$ cat src/rtl/hilo_unit.sv
// rtl/hilo_unit.sv - HI/LO multiply sequencer wrapped around the combinational multU
// Optional signed-product correction is enabled by defining HILO_SIGNED_MULT_EN.
module hilo_unit #(
  parameter int WIDTH   = 32,
  parameter int LATENCY = 4
) (
  input  logic               clk,
  input  logic               reset,
  input  logic               start,
  input  logic [WIDTH-1:0]   op_a,
  input  logic [WIDTH-1:0]   op_b,
  input  logic               is_signed,
  output logic [WIDTH-1:0]   mult_a,
  output logic [WIDTH-1:0]   mult_b,
  input  logic [2*WIDTH-1:0] mult_product,
  input  logic               mthi,
  input  logic               mtlo,
  input  logic [WIDTH-1:0]   wdata,
  input  logic               rd_req,
  output logic [WIDTH-1:0]   hi,
  output logic [WIDTH-1:0]   lo,
  output logic               busy,
  output logic               done,
  output logic               stall
);

  localparam int CW = (LATENCY > 1) ? $clog2(LATENCY) : 1;

  typedef enum logic [1:0] {IDLE, WAIT, WRITE} state_t;

  state_t             state;
  logic [CW-1:0]      count;
  logic               signed_q;
  logic [2*WIDTH-1:0] result;

`ifdef HILO_SIGNED_MULT_EN
  // multU is unsigned; subtract the cross terms a negative operand contributes
  always_comb begin
    result = mult_product;
    if (signed_q) begin
      if (mult_a[WIDTH-1]) result = result - {mult_b, {WIDTH{1'b0}}};
      if (mult_b[WIDTH-1]) result = result - {mult_a, {WIDTH{1'b0}}};
    end
  end
`else
  logic unused_signed;
  assign unused_signed = signed_q;
  assign result        = mult_product;
`endif

  assign stall = rd_req & busy;

  always_ff @(posedge clk or posedge reset) begin
    if (reset) begin
      state    <= IDLE;
      count    <= '0;
      signed_q <= 1'b0;
      mult_a   <= '0;
      mult_b   <= '0;
      hi       <= '0;
      lo       <= '0;
      busy     <= 1'b0;
      done     <= 1'b0;
    end else begin
      done <= 1'b0;
      case (state)
        IDLE: begin
          if (mthi) hi <= wdata;
          if (mtlo) lo <= wdata;
          if (start) begin
            mult_a   <= op_a;
            mult_b   <= op_b;
            signed_q <= is_signed;
            count    <= CW'(LATENCY - 1);
            busy     <= 1'b1;
            state    <= WAIT;
          end
        end
        WAIT: begin
          if (count == '0) state <= WRITE;
          else             count <= count - CW'(1);
        end
        WRITE: begin
          hi    <= result[2*WIDTH-1:WIDTH];
          lo    <= result[WIDTH-1:0];
          done  <= 1'b1;
          busy  <= 1'b0;
          state <= IDLE;
        end
        default: begin
          busy  <= 1'b0;
          state <= IDLE;
        end
      endcase
    end
  end

endmodule

$ cat config.mk
export PLATFORM = sky130hd
export DESIGN_NAME = hilo_unit
export DESIGN_NICKNAME = d
export VERILOG_FILES = /design/src/rtl/hilo_unit.sv
export SDC_FILE = /design/constraint.sdc
export NUM_CORES = 1
export LEC_CHECK = 0
export ABC_AREA = 1
export BUFFER_PORTS_ARGS = -buffer_cell sky130_fd_sc_hd__buf_2
export CORE_MARGIN = 4
export CORE_UTILIZATION = 50
export DETAILED_ROUTE_END_ITERATION = 6
export PLACE_DENSITY = 0.91
export SLEW_MARGIN = 10
export SYNTH_ARGS = -nofsm -noshare
export SYNTH_HDL_FRONTEND = slang
export SYNTH_SLANG_ARGS = --single-unit
$ cat constraint.sdc
create_clock -name clk -period 13.8 [get_ports clk]
set_input_delay 2.76 -clock clk [delete_from_list [all_inputs] [get_ports clk]]
set_output_delay 2.76 -clock clk [all_outputs]
set_load 0.005 [all_outputs]
==> summary.txt, run 1 <==
Status
  • Status: complete, no violations

Finish
  • Most frequent cells in the layout: nand2_1 (423), buf_2 (296), nand3_1 (135)
  • Final nets: 1201
  • Share of cells above drive strength 1: 32.9%
  • Filler cells: 894
  • Multi-input gate area: 0.00233 mm²
  • Layout area overhead: 35.1%
  • Non-Filler Instances: 1190
  • Sequential Area: 0.00335 mm²
  • Most common library cell in the layout ignoring fill and taps: nand2_1

Clocking
  • Worst-path clk slew: 0.05 ns
  • Resize count post-CTS: 0
  • Clock Latency Late Sink: 0.41 ns
  • Postcts setup bufs: 0
  • CTS H-tree depth: 4
  • Largest buffer count on any clock path: 2
  • Cts bufs inserted: 17
  • CTS Hold Buffers Added: 0
  • Clock sinks: 134
  • Root buf cell: clkbuf_16
  • CTS tree: done

Route
  • First-pass detailed-route iteration total: 5
  • Vias per cell: 5.27
  • Routed vias: 6269
  • Final antenna-violating net count: 0
  • Routed len/inst: 15.7 µm
  • Initial DRC count: 833
  • Routed wire length: 18.6 mm
  • # DRC: 0

Placed design
  • HPWL after detailed placement: 12.6 mm
  • Cell count after placement: 1157
  • Port Buffers: 296
  • GP Congestion: 0.896

Pwr
  • Combinational share of power: 37.2%
  • Internal power: 1140 µW
  • Peak supply drop: 125 µV
  • Power Density: 227 mW/mm²
  • Share of power burned in registers: 37.6%
  • Net Sw Frac: 37.5%
  • Clk pwr share: 25.2%
  • Sw power: 684 µW
  • Total leakage power: 0.00483 µW

Die
  • Number of I/O pins: 298
  • Total die area: 0.0137 mm²
  • DIE WIDTH: 117 µm
  • Initial Util: 51.6%
  • Site Rows: 39
  • Die height: 117 µm
  • Core ar.: 0.0116 mm²

Min path
  • Worst min path class: flop to flop
  • Worst Hold Launch: mult_b[8]

Global routing
  • Initial antenna violation count: 1
  • Overall global routing resource usage: 26.2%
  • First-pass GRT wire length: 27.9 mm
  • Vias in the first global route: 5715
  • Largest net degree at the start of global routing: 76
  • Overflow left after global routing: 0

Yosys
  • Mapped Avg Cell Area: 7.83 µm²
  • FF+latch count, synth: 134
  • Compound-gate portion of the synthesized area: 0.378%
  • Yosys warnings: 0
  • Post-Syn Area: 0.00596 mm²
  • Simple-Gate Fraction of Synth Area: 38.3%
  • Adder-Cell Fraction of Synth Area: 0.210%
  • Mux contribution to synthesized area: 0%
  • Post-synthesis cell count: 762
  • Post-synthesis xor/xnor area fraction: 0%
  • Synth cell types: 15
  • Syn Nets: 930
  • Largest family of logic cells by synthesized area: simple AND/OR/NAND/NOR gates
  • Sequential element share of the synthesized area: 56.2%

Timing
  • Max-slew violations: 0
  • Slew @ Worst Pin: 1.17 ns
  • Fin. Hold Viols: 0
  • Crit path time final: 5.82 ns
  • Fin crit share: 42.2%
  • Final setup viols: 0
  • Clock Skew: 0.00710 ns
  • TNS Setup: 0 ns
  • FMAX: 172 MHz
  • Slew HR: 22.1%
  • RSZ-0062 raised after global routing: false

Critical path
  • Most Frequent Cell on Critical Path: buf_2
  • CP max-delay cell: buf_2
  • Slowest cell delay on critical path: 0.11 ns
  • Reg-to-Reg Start: state[0]
  • Worst-path maximum fanout: 1
  • CP Launch Type: input port
  • CP Launch Point: rd_req
  • Arrival @ worst endpoint: 3.06 ns
  • Crit path cell chain: buf_2, nand2_1, inv_1, buf_2
  • Setup CP Type: input port to output pin
  • Critical path capture point type: output pin
  • Req. time, crit path: 11.04 ns

Job
  • Max-cap violations: 0
-- synth_stat cells --
master    instances  area [µm²]
nand3_1         135         676
nand2_2           1        6.26
dfrtp_1         134        3350
o21ai_2           2        17.5
buf_1             6        22.5
buf_2            32         160
clkbuf_1          8        30.0
a21oi_1           1        5.00
nor2_2            1        6.26
inv_1             8        30.0
nor3_1            1        5.00
nand2_1         424        1590
buf_4             5        37.5
ha_1              1        12.5
inv_2             3        11.3
-- layer usage --
layer | vias up | part of all wire [%] | track usage [%]
met5 | - | 0 | 0
met4 | 0 | 3.5 | 13.0
met3 | 59 | 11 | 8.28
met2 | 395 | 48 | 42.4
met1 | 2880 | 38 | 31.7
li1 | 2935 | - | -
-- state kept, by name (all words and copies together), names as in the netlist --
signal,count
busy,1
hi,32
state,2
mult_b,32
done,1
count,2
mult_a,32
lo,32
-- through the flow --
stage	instance area [µm²]	total power [µW]	setup slack, ns	utilization [%]	hold slack, ns
global route	8060	1960	7.95	69.7	0.487
floorplan	5960	1060	7.46	-	0.465
CTS	8060	1840	7.98	69.7	0.467
detailed placement	7440	1360	7.98	64.3	0.453
finish	8060	1830	7.98	69.7	0.465
global placement	7440	1330	7.99	64.3	0.449
-- worst paths after layout --
| path | endpoint | slack (ns) | cells past startpoint |
|---|---|---|---|
| setup / recovery | stall | 7.98 | 4 |
| hold / removal | mult_b[8] | 0.46 | 2 |
| setup reg to reg | hi[15] | 11.28 | 7 |
| hold reg to reg | mult_b[8] | 0.46 | 2 |
| max in group asynchronous | state[1] | 10.01 | 3 |
| min in group asynchronous | mult_b[12] | 2.39 | 2 |
-- area by class of cell --
| class | instances | area share, % |
|---|---|---|
| repair buffers | 303 | 19.0 |
| clock buffers | 25 | 6.52 |
| clock inverters | 7 | 1.12 |
| well taps | 143 | 2.22 |
| multi-input cells | 566 | 28.9 |
| diodes | 1 | 0.0311 |
| flip-flops and latches | 134 | 41.6 |
| inverters | 11 | 0.574 |
-- critical path, delay by kind of cell --
kind | cells | cell delay (ns)
and+or+nand+nor | 1 | 0.06
buffers and inverters | 3 | 0.24
-- power groups by stage --
stage                     Sequential [µW]  Combinational (µW)  Clock, µW
final                                 686                 680        461
after global routing                  707                 765        486
after CTS                             684                 687        467
after detailed placement              682                 681          0
after global placement                679                 656          0
after floorplan                       696                 362          0
-- cell families after synthesis --
| kind of cell | count (synthesis) |
|---|---|
| buffers and inverters | 62 |
| adder cells (fa/ha/maj) | 1 |
| AO/OA/AOI/OAI | 3 |
| flip-flops | 134 |
| AND/OR/NAND/NOR | 562 |
(Power assumes the default switching activity.)
==> run 2: changes to the inputs <==
CORE_UTILIZATION = 46   (was 50)
PLACE_DENSITY = 0.85   (was 0.91)
clock period = 5.6 ns   (was 13.8 ns; I/O delays follow)
==> run 2 against run 1 <==
  * Clock power increased to 2.5 times the previous value
  * Die area is 8.1% higher
  * First-iteration DRC count decreased by 46%
  * Cell count rose by 2.4%
  * Sequential power is 140% higher
  * Critical path depth increased by 1
  * Setup slack worse by 5.1 ns
  * Critical endpoint is now count[1]
  * Global-route usage down 1.7 points
  * Routed wire length is 0.37% lower
  * Register-to-register slack worse by 8.4 ns
==> summary.txt, run 2 (synthesized netlist as in run 1, its figures left out) <==
Pwr
  • Share of power burned in registers: 37.2% (was 37.6%)
  • Internal power: 2840 µW (was 1140 µW)
  • Total leakage power: 0.00483 µW (about the same)
  • Clk pwr share: 25.7% (was 25.2%)
  • Combinational share of power: 37.1% (was 37.2%)
  • Sw power: 1670 µW (was 684 µW)
  • Net Sw Frac: 37.0% (was 37.5%)
  • Power Density: 557 mW/mm² (was 227 mW/mm²)
  • Peak supply drop: 314 µV (was 125 µV)
  • Final Total Pwr: 4510 µW (was 1830 µW)

Finish
  • Filler cells: 1116 (was 894)
  • Design area: 0.00810 mm² (was 0.00806 mm²)
  • Sequential Area: 0.00335 mm² (unchanged)
  • Most common library cell in the layout ignoring fill and taps: nand2_1 (unchanged)
  • Layout area overhead: 35.7% (was 35.1%)
  • Share of cells above drive strength 1: 32.6% (was 32.9%)
  • Multi-input gate area: 0.00233 mm² (unchanged)
  • Final nets: 1201 (unchanged)
  • Most frequent cells in the layout: nand2_1 (423), buf_2 (296), nand3_1 (135) (unchanged)

Clocking
  • Root buf cell: clkbuf_16 (unchanged)
  • CTS tree: done (unchanged)
  • Largest buffer count on any clock path: 2 (unchanged)
  • Postcts setup bufs: 0 (unchanged)
  • CTS Hold Buffers Added: 0 (unchanged)
  • CTS H-tree depth: 4 (unchanged)
  • Worst-path clk slew: 0.05 ns (about the same)
  • Clock Latency Late Sink: 0.41 ns (about the same)
  • Cts bufs inserted: 17 (unchanged)
  • Resize count post-CTS: 0 (unchanged)
  • Clock sinks: 134 (unchanged)

Critical path
  • CP Launch Point: start (was rd_req)
  • CP endpoint: count[1] (was stall)
  • Reg2reg end: hi[13] (was hi[15])
  • R2r worst-path depth: 7 (unchanged)
  • Reg-to-Reg Start: state[0] (unchanged)
  • Setup CP Type: input port to flop (was input port to output pin)
  • Critical path capture point type: flop (was output pin)
  • CP Launch Type: input port (unchanged)
  • Worst-path maximum fanout: 68 (was 1)
  • Arrival @ worst endpoint: 2.99 ns (was 3.06 ns)
  • Worst R2R Setup Slack: 2.91 ns (was 11.28 ns)
  • Req. time, crit path: 5.88 ns (was 11.04 ns)

Timing
  • Slew @ Worst Pin: 1.19 ns (was 1.17 ns)
  • RSZ-0062 raised after global routing: false (unchanged)
  • Clock Skew: 0.00549 ns (was 0.00710 ns)
  • Crit path time final: 2.70 ns
  • Max-slew violations: 0 (unchanged)
  • Fin crit share: 48.3%
  • Fin. Hold Viols: 0 (unchanged)
  • Final setup viols: 0 (unchanged)
  • FMAX: 370 MHz
  • Hold Slack: 0.466 ns (was 0.465 ns)
  • TNS Setup: 0 ns (unchanged)
  • Slew HR: 20.6% (was 22.1%)

Route
  • Vias per cell: 5.05 (was 5.27)
  • Final antenna-violating net count: 0 (unchanged)
  • Initial DRC count: 448 (was 833)
  • Routed wire length: 18.6 mm (about the same)
  • First-pass detailed-route iteration total: 7 (was 5)
  • Routed len/inst: 15.2 µm (was 15.7 µm)
  • # DRC: 0 (unchanged)
  • Routed vias: 6157 (was 6269)

Global routing
  • Largest net degree at the start of global routing: 88 (was 76)
  • Overflow left after global routing: 0 (unchanged)
  • Initial antenna violation count: 3 (was 1)
  • Overall global routing resource usage: 24.5% (was 26.2%)
  • Vias in the first global route: 5827 (was 5715)
  • First-pass GRT wire length: 28.4 mm (was 27.9 mm)

Placed design
  • HPWL after detailed placement: 12.7 mm (was 12.6 mm)
  • Port Buffers: 296 (unchanged)
  • GP Congestion: 0.864 (was 0.896)
  • Placed inst area: 0.00748 mm² (was 0.00744 mm²)

Die
  • Site Rows: 41 (was 39)
  • Initial Util: 47.1% (was 51.6%)
  • Total die area: 0.0149 mm² (was 0.0137 mm²)
  • Number of I/O pins: 298 (unchanged)
  • DIE WIDTH: 122 µm (was 117 µm)
  • Die height: 122 µm (was 117 µm)
  • Core ar.: 0.0127 mm² (was 0.0116 mm²)

Status
  • Status: complete, no violations (unchanged)

Min path
  • Worst min path class: flop to flop (unchanged)

Job
  • Max-cap violations: 0 (unchanged)
## run 2: cell count changes in the layout (fill, tap and decap cells not counted), sizes merged
cell,before,now
clkbuf,25,22
bufinv,2,4
diode,1,2
## run 2: routing by layer
layer | up-vias | global-route usage (%) | share of wire, %
met5 | - | 0 | 0.070
met4 | 2 | 11.7 | 3.3
met3 | 44 | 8.17 | 11
met2 | 339 | 40.3 | 48
met1 | 2828 | 29.0 | 38
li1 | 2944 | - | -
## run 2: worst min-delay path by stage
stage	end	slack, ns	start	depth (start not counted)
after floorplan	mult_a[0]	0.47	mult_a[0]	2
after detailed placement	mult_b[2]	0.45	mult_b[2]	2
after CTS	mult_b[2]	0.47	mult_b[2]	2
after global routing	mult_b[2]	0.48	mult_b[2]	2
final	mult_b[2]	0.47	mult_b[2]	2
after global placement	mult_b[15]	0.45	mult_b[15]	2
## run 2: layout make-up
cell class,count,area share [%]
Multi-Input combinational cell,566,28.7
Clock buffer,22,5.73
Sequential cell,134,41.4
Inverter,11,0.572
Antenna cell,2,0.0618
Timing Repair Buffer,303,18.9
Clock inverter,9,1.85
Tap cell,172,2.66
## run 2: power groups by stage
stage                     registers (µW)  clock network [µW]  logic [µW]
after floorplan                     1720                   0         893
after global placement              1660                   0        1640
after detailed placement            1670                   0        1690
after CTS                           1680                1180        1690
after global routing                1730                1220        1890
final                               1680                1160        1670
## run 2: worst max-delay path: stages
cell     delay (ns)
buf_2          0.07
buf_4          0.52
nand2_2        0.85
nand3_1        0.33
nand2_1        0.07
## run 2: metrics by stage
| stage | setup WS (ns) | std cells | utilization, % |
|---|---|---|---|
| 2_1_floorplan | 0.897 | 762 | - |
| 3_3_place_gp | 2.45 | 1186 | 59.0 |
| 3_5_place_dp | 2.47 | 1186 | 59.0 |
| 4_1_cts | 2.91 | 1217 | 63.9 |
| 5_1_grt | 2.69 | 1219 | 63.9 |
| 6_report | 2.90 | 1219 | 63.9 |
